--- src/rtl/mem_arb_pkg.sv ---
// Shared types for the IF/MEM memory port arbiter.
// Holds the FSM/owner encodings and the timeout timer sizing.
package mem_arb_pkg;

    typedef enum logic [1:0] {
        ARB_IDLE,
        ARB_ADDR,
        ARB_DATA
    } arb_state_t;

    typedef enum logic {
        OWN_IF,
        OWN_MEM
    } arb_owner_t;

    localparam int TIMEOUT_DEF = 255;
    localparam int TMR_W = $clog2(TIMEOUT_DEF + 1);

    function automatic int tmr_width(input int limit);
        return $clog2(limit + 1);
    endfunction

endpackage

--- src/rtl/mem_arb_timer.sv ---
// Clearable up-counter; tc flags the LIMIT-th enabled cycle
// since the last clear.
module mem_arb_timer #(
    parameter int W     = 8,
    parameter int LIMIT = 255
) (
    input  logic clk,
    input  logic rst,
    input  logic clr,
    input  logic en,
    output logic tc
);

    logic [W-1:0] cnt_q;
    logic [W-1:0] cnt_d;

    assign tc = en && (cnt_q == W'(LIMIT - 1));

    always_comb begin
        cnt_d = cnt_q;
        if (clr) begin
            cnt_d = '0;
        end else if (en && !tc) begin
            cnt_d = cnt_q + 1'b1;
        end
    end

    always_ff @(posedge clk or posedge rst) begin
        if (rst) begin
            cnt_q <= '0;
        end else begin
            cnt_q <= cnt_d;
        end
    end

endmodule

--- src/rtl/mem_port_arbiter.sv ---
// Shares one memory bus port between fetch and data access,
// one transaction at a time, with flush, timeout and anti-starvation.
module mem_port_arbiter
    import mem_arb_pkg::*;
#(
    parameter int ADDR_W     = 32,
    parameter int DATA_W     = 32,
    parameter int TIMEOUT    = 255,
    parameter int STARVE_MAX = 4
) (
    input  logic                clk,
    input  logic                rst,
    input  logic                if_req,
    input  logic [ADDR_W-1:0]   if_addr,
    input  logic                if_flush,
    output logic [DATA_W-1:0]   if_rdata,
    output logic                if_rvalid,
    output logic                if_err,
    input  logic                d_req,
    input  logic                d_we,
    input  logic [DATA_W/8-1:0] d_be,
    input  logic [ADDR_W-1:0]   d_addr,
    input  logic [DATA_W-1:0]   d_wdata,
    output logic [DATA_W-1:0]   d_rdata,
    output logic                d_rvalid,
    output logic                d_err,
    output logic                stallreq_if,
    output logic                stallreq_mem,
    output logic                bus_req,
    output logic                bus_we,
    output logic [DATA_W/8-1:0] bus_be,
    output logic [ADDR_W-1:0]   bus_addr,
    output logic [DATA_W-1:0]   bus_wdata,
    input  logic                bus_gnt,
    input  logic                bus_rvalid,
    input  logic [DATA_W-1:0]   bus_rdata,
    input  logic                bus_err
);

    localparam int BE_W = DATA_W / 8;
    localparam int TW   = tmr_width(TIMEOUT);
    localparam int SW   = $clog2(STARVE_MAX + 1);

    arb_state_t        state_q, state_d;
    arb_owner_t        owner_q, owner_d;
    logic              flushed_q, flushed_d;
    logic [SW-1:0]     starve_q, starve_d;
    logic              live_q;
    logic              bus_req_q, bus_req_d;
    logic              bus_we_q, bus_we_d;
    logic [BE_W-1:0]   bus_be_q, bus_be_d;
    logic [ADDR_W-1:0] bus_addr_q, bus_addr_d;
    logic [DATA_W-1:0] bus_wdata_q, bus_wdata_d;

    logic tmo;
    logic if_ok, starved, pick_if, pick_mem;
    logic in_data, if_own, if_mute;
    logic rsp_ok, rsp_err, to_err;

    mem_arb_timer #(
        .W     (TW),
        .LIMIT (TIMEOUT)
    ) u_timer (
        .clk (clk),
        .rst (rst),
        .clr (state_q == ARB_IDLE),
        .en  (state_q != ARB_IDLE),
        .tc  (tmo)
    );

    assign if_ok    = if_req & ~if_flush;
    assign starved  = (starve_q == SW'(STARVE_MAX));
    assign pick_if  = if_ok & (~d_req | starved);
    assign pick_mem = d_req & ~pick_if;

    // A response in the timeout cycle takes precedence over the error.
    assign in_data = (state_q == ARB_DATA);
    assign rsp_ok  = in_data & bus_rvalid & ~bus_err;
    assign rsp_err = in_data & bus_rvalid & bus_err;
    assign to_err  = tmo & ~(in_data & bus_rvalid);
    assign if_own  = (owner_q == OWN_IF);
    assign if_mute = flushed_q | if_flush;

    assign if_rvalid = if_own & rsp_ok & ~if_mute;
    assign if_err    = if_own & (rsp_err | to_err) & ~if_mute;
    assign d_rvalid  = ~if_own & rsp_ok;
    assign d_err     = ~if_own & (rsp_err | to_err);
    assign if_rdata  = (in_data & if_own) ? bus_rdata : '0;
    assign d_rdata   = (in_data & ~if_own) ? bus_rdata : '0;

    assign stallreq_if  = live_q & if_req & ~(if_rvalid | if_err);
    assign stallreq_mem = live_q & d_req & ~(d_rvalid | d_err);

    assign bus_req   = bus_req_q;
    assign bus_we    = bus_we_q;
    assign bus_be    = bus_be_q;
    assign bus_addr  = bus_addr_q;
    assign bus_wdata = bus_wdata_q;

    always_comb begin
        state_d     = state_q;
        owner_d     = owner_q;
        flushed_d   = flushed_q;
        starve_d    = starve_q;
        bus_req_d   = bus_req_q;
        bus_we_d    = bus_we_q;
        bus_be_d    = bus_be_q;
        bus_addr_d  = bus_addr_q;
        bus_wdata_d = bus_wdata_q;
        unique case (state_q)
            ARB_IDLE: begin
                flushed_d = 1'b0;
                if (pick_if) begin
                    state_d     = ARB_ADDR;
                    owner_d     = OWN_IF;
                    bus_req_d   = 1'b1;
                    bus_we_d    = 1'b0;
                    bus_be_d    = '1;
                    bus_addr_d  = if_addr;
                    bus_wdata_d = '0;
                    starve_d    = '0;
                end else if (pick_mem) begin
                    state_d     = ARB_ADDR;
                    owner_d     = OWN_MEM;
                    bus_req_d   = 1'b1;
                    bus_we_d    = d_we;
                    bus_be_d    = d_be;
                    bus_addr_d  = d_addr;
                    bus_wdata_d = d_wdata;
                    if (if_req && !starved) begin
                        starve_d = starve_q + 1'b1;
                    end
                end
            end
            ARB_ADDR: begin
                if (tmo || bus_gnt) begin
                    state_d   = tmo ? ARB_IDLE : ARB_DATA;
                    bus_req_d = 1'b0;
                end
            end
            ARB_DATA: begin
                if (bus_rvalid || tmo) begin
                    state_d = ARB_IDLE;
                end
            end
            default: state_d = ARB_IDLE;
        endcase
        if (state_q != ARB_IDLE && if_own && if_flush) begin
            flushed_d = 1'b1;
        end
    end

    always_ff @(posedge clk or posedge rst) begin
        if (rst) begin
            state_q     <= ARB_IDLE;
            owner_q     <= OWN_IF;
            flushed_q   <= 1'b0;
            starve_q    <= '0;
            live_q      <= 1'b0;
            bus_req_q   <= 1'b0;
            bus_we_q    <= 1'b0;
            bus_be_q    <= '0;
            bus_addr_q  <= '0;
            bus_wdata_q <= '0;
        end else begin
            state_q     <= state_d;
            owner_q     <= owner_d;
            flushed_q   <= flushed_d;
            starve_q    <= starve_d;
            live_q      <= 1'b1;
            bus_req_q   <= bus_req_d;
            bus_we_q    <= bus_we_d;
            bus_be_q    <= bus_be_d;
            bus_addr_q  <= bus_addr_d;
            bus_wdata_q <= bus_wdata_d;
        end
    end

endmodule

--- config.mk ---
export PLATFORM = sky130hd
export DESIGN_NAME = mem_port_arbiter
export DESIGN_NICKNAME = d
export VERILOG_FILES = /design/src/rtl/mem_arb_pkg.sv /design/src/rtl/mem_arb_timer.sv /design/src/rtl/mem_port_arbiter.sv
export SDC_FILE = /design/constraint.sdc
export NUM_CORES = 1
export LEC_CHECK = 0
export CAP_MARGIN = 5
export CORE_AREA = 2 2 113 115
export CTS_BUF_LIST = sky130_fd_sc_hd__clkbuf_8
export DETAILED_ROUTE_END_ITERATION = 10
export DIE_AREA = 0 0 115 117
export PLACE_DENSITY = 0.82
export SETUP_SLACK_MARGIN = 0.4
export SKIP_CTS_REPAIR_TIMING = 1
export SYNTH_ARGS = -nofsm -noshare
export SYNTH_HDL_FRONTEND = slang
export SYNTH_SLANG_ARGS = --single-unit
--- constraint.sdc ---
create_clock -name clk -period 4.5 [get_ports clk]
set_input_delay 1.35 -clock clk [delete_from_list [all_inputs] [get_ports clk]]
set_output_delay 1.35 -clock clk [all_outputs]
set_load 0.01 [all_outputs]
==> run_results.csv <==
group,metric,value,unit
pwr,clockPowerShare,0.126,
pwr,vdd_ir_drop_max,0.263,mV
pwr,power.share.combinational,0.544,
floorplan,dieHeight,117,um
setup_path,cp_top_family,"buffers and inverters",
worst_hold_path,min-delay-start,"bus_wdata[30]",
global_route,grt_pass1_wl,24700,um
setup_path,crit_chain,"clkdlybuf4s50_1 -> nand3b_1 -> buf_4 -> nand4_1 -> a21oi_1 -> dlymetal6s2s_1",
route,postRouteAntennaNets,0,
route,drc_errors,0,
setup_path,end_kind,"output pin",
clock_network,clk_latency,0.37,ns
sta,timing.final.crit_share,0.884,
yosys,synthSimpleGateAreaFrac,0.192,
yosys,yosys-mux-area-fraction,0.00214,
global_route,grtUsageTotal,0.236,
clock_network,numCtsBuffers,9,
clock_network,tritoncts,"built",
run,maxCapViolCount,0,
yosys,synth_top_flop_cell,"dfrtp_1",
yosys,ys_ff_latch,86,
route,routed_wl,16700,um
route,avgRoutedWirePerCell,19.2,um
yosys,synth-xor-area-share,0,
setup_path,critPathLaunchType,"primary input",
yosys,synth_compound_area_frac,0.277,
global_route,grt_util_met1,0.275,
pwr,leakagePower,0.00331,uW
pwr,power_density,522,nW/um^2
sta,setup-tns-final,0,ns
yosys,syn_inst,454,
yosys,synthArstFlopShare,1.00,
placed_design,dp_hpwl,12100,um
yosys,yosys_warnings,0,
pwr,pwr-share-seq,0.330,
sta,max_freq,0.251,GHz
global_route,grt_pass1_vias,4664,
setup_path,worstPathArrival,2.63,ns
floorplan,core_area,12300,um^2
route,drtIter0Drc,416,
floorplan,die_w,115,um
sta,grt_setup_unrepaired,"false",
pwr,p_int,2560,uW
pwr,switching_share,0.370,
cells_and_area,multi_input_area,2290,um^2
cells_and_area,final_cell_count_no_fill,866,
setup_path,worstPathMaxFanout,4,
yosys,synth_nets,599,
worst_hold_path,hold_class,"flop to flop",
yosys,synth_area,4680,um^2
setup_path,path_buf_inv,3,
global_route,grt-ovfl-total,0,
clock_network,cts_buffer_depth,2,
floorplan,dieArea,13500,um^2
yosys,synth_top_family_by_area,"compound AO/OA/AOI/OAI gates",
run_status,outcome,"finished clean",
yosys,synth-adder-area-share,0.0107,
clock_network,clk_pin_slew_worst_paths,0.09,ns
cells_and_area,area_growth_syn_to_layout,66.0,%
setup_path,crit_start,"bus_rvalid",
setup_path,required,3.15,ns
floorplan,initial_utilization,0.380,
cells_and_area,final_core_util,0.632,
global_route,grt_use_met3,0.0592,
yosys,ys_seq_area_frac,0.460,
setup_path,crit_type,"primary input to output pin",
sta,setup_viol,0,
global_route,grt-busiest-layer,"met2",
global_route,grt_max_degree,65,
sta,hold_viol_final,0,
cells_and_area,layout_common_cells,"clkdlybuf4s50_1, dfrtp_1, and2_1",
setup_path,critical-path-max-stage-delay,0.44,ns
yosys,synth_cell_type_count,48,
route,drtPass1Iterations,5,
cells_and_area,regArea,2150,um^2
floorplan,io_pins,281,
cells_and_area,layout_commonest_cell,"clkdlybuf4s50_1",
clock_network,htree_levels,3,
pwr,p_sw,1500,uW
yosys,synth-edff-count,0,
placed_design,gp_congestion,0.879,
sta,slew_viol_final,0,
global_route,grtUsageMet2,0.411,
global_route,antenna_found_initial,1,
setup_path,reg2reg_from,"starve_q[0]",
sta,tightest_slew,0.747,ns
clock_network,cts_num_sinks,86,
setup_path,crit_path_top_delay_cell,"clkdlybuf4s50_1",
sta,fin_worst_skew,0.0142,ns
route,viasPerCell,5.64,
cells_and_area,nNetsFinal,855,
placed_design,io_buffers,280,
placed_design,dp_cells,848,
floorplan,rows,41,
cells_and_area,fillerInstances,993,
clock_network,root_buffer,"clkbuf_8",
sta,period_needed,3.98,ns
route,vias,4880,
cells_and_area,final_layout_size_suffix_gt1_frac,0.0601,
sta,max_slew_margin,0.502,
yosys,avgSynthCellArea,10.3,um^2
flip-flops by register name, indices dropped and copies added (netlist names):
register / count
bus_addr: 32
bus_be: 4
bus_req: 1
bus_wdata: 32
bus_we: 1
flushed_q: 1
live_q: 1
owner_q: 1
starve_q: 3
state_q: 2
u_timer.cnt_q: 8
routing by layer:
layer  vias to the layer above  part of all wire
met5                         -                 0
met2                       281              0.51
met3                        33             0.085
li1                       2227                 -
met4                         0             0.031
met1                      2339              0.38
power groups by stage:
| stage | clock network, uW | logic, uW | registers, uW |
|---|---|---|---|
| finish | 513 | 2210 | 1340 |
| global route | 551 | 2370 | 1380 |
| CTS | 523 | 2220 | 1340 |
| detailed placement | 0 | 2210 | 1350 |
| global placement | 0 | 2170 | 1330 |
| floorplan | 0 | 1000 | 1440 |
final timing paths:
| check | endpoint | slack, ns | cells after the start |
|---|---|---|---|
| worst max register to register | starve_q[2] | 2.53 | 5 |
| min in group asynchronous | bus_wdata[18] | 1.34 | 2 |
| worst min register to register | bus_wdata[30] | 0.51 | 1 |
| max in group asynchronous | bus_wdata[29] | 2.34 | 3 |
| worst min-delay path | bus_wdata[30] | 0.51 | 1 |
| worst max-delay path | if_err | 0.52 | 6 |
synth_stat cells, types with 4 or more instances:
library cell | number | area, um^2
and3b_1 | 32 | 280
a31oi_1 | 7 | 43.8
inv_1 | 10 | 37.5
buf_2 | 13 | 65.1
nor3_1 | 5 | 25.0
a2bb2oi_1 | 33 | 289
and2_1 | 64 | 400
o21ai_0 | 35 | 175
a22o_1 | 33 | 289
a21oi_1 | 9 | 45.0
nand2_1 | 6 | 22.5
a221oi_1 | 32 | 280
dfrtp_1 | 86 | 2150
o21ai_1 | 4 | 20.0
o22a_1 | 4 | 35.0
nand3_1 | 4 | 20.0
clkbuf_1 | 29 | 109
ha_1 | 4 | 50.1
cells by family (layout without fill, tap and decap cells):
| kind of cell | after synthesis | after routing |
|---|---|---|
| compound gates | 170 | 170 |
| simple gates | 133 | 133 |
| flops | 86 | 86 |
| buf+inv | 59 | 320 |
| fa+ha+maj | 4 | 4 |
| other cells | 1 | 2 |
| mux | 1 | 1 |
per-stage QoR:
| step | total power, uW | hold WS [ns] | worst slack, ns | instance area [um^2] |
|---|---|---|---|---|
| 2_1_floorplan | 2450 | 0.479 | 0.898 | 4680 |
| 3_3_place_gp | 3500 | 0.488 | 0.297 | 7570 |
| 3_5_place_dp | 3560 | 0.492 | 0.291 | 7570 |
| 4_1_cts | 4080 | 0.517 | 0.278 | 7750 |
| 5_1_grt | 4300 | 0.525 | 0.409 | 7770 |
| 6_report | 4060 | 0.510 | 0.521 | 7770 |
layout make-up:
class                      instances  area share
inverter                          11     0.00547
multi-input combinational        309       0.295
sequential                        86       0.277
timing repair buffer             293       0.375
tap                              150      0.0241
clock buffer                      10      0.0177
clock inverter                     6     0.00595
antenna                            1    0.000322
worst reg2reg max path, cell delays in order, from the launching register on:
cell and delay (ns):
dfrtp_1 0.36, inv_1 0.07, ha_1 0.28, a21bo_2 0.49, a211oi_1 0.47, o22ai_1 0.15
Power figures use the tool's default switching activity.
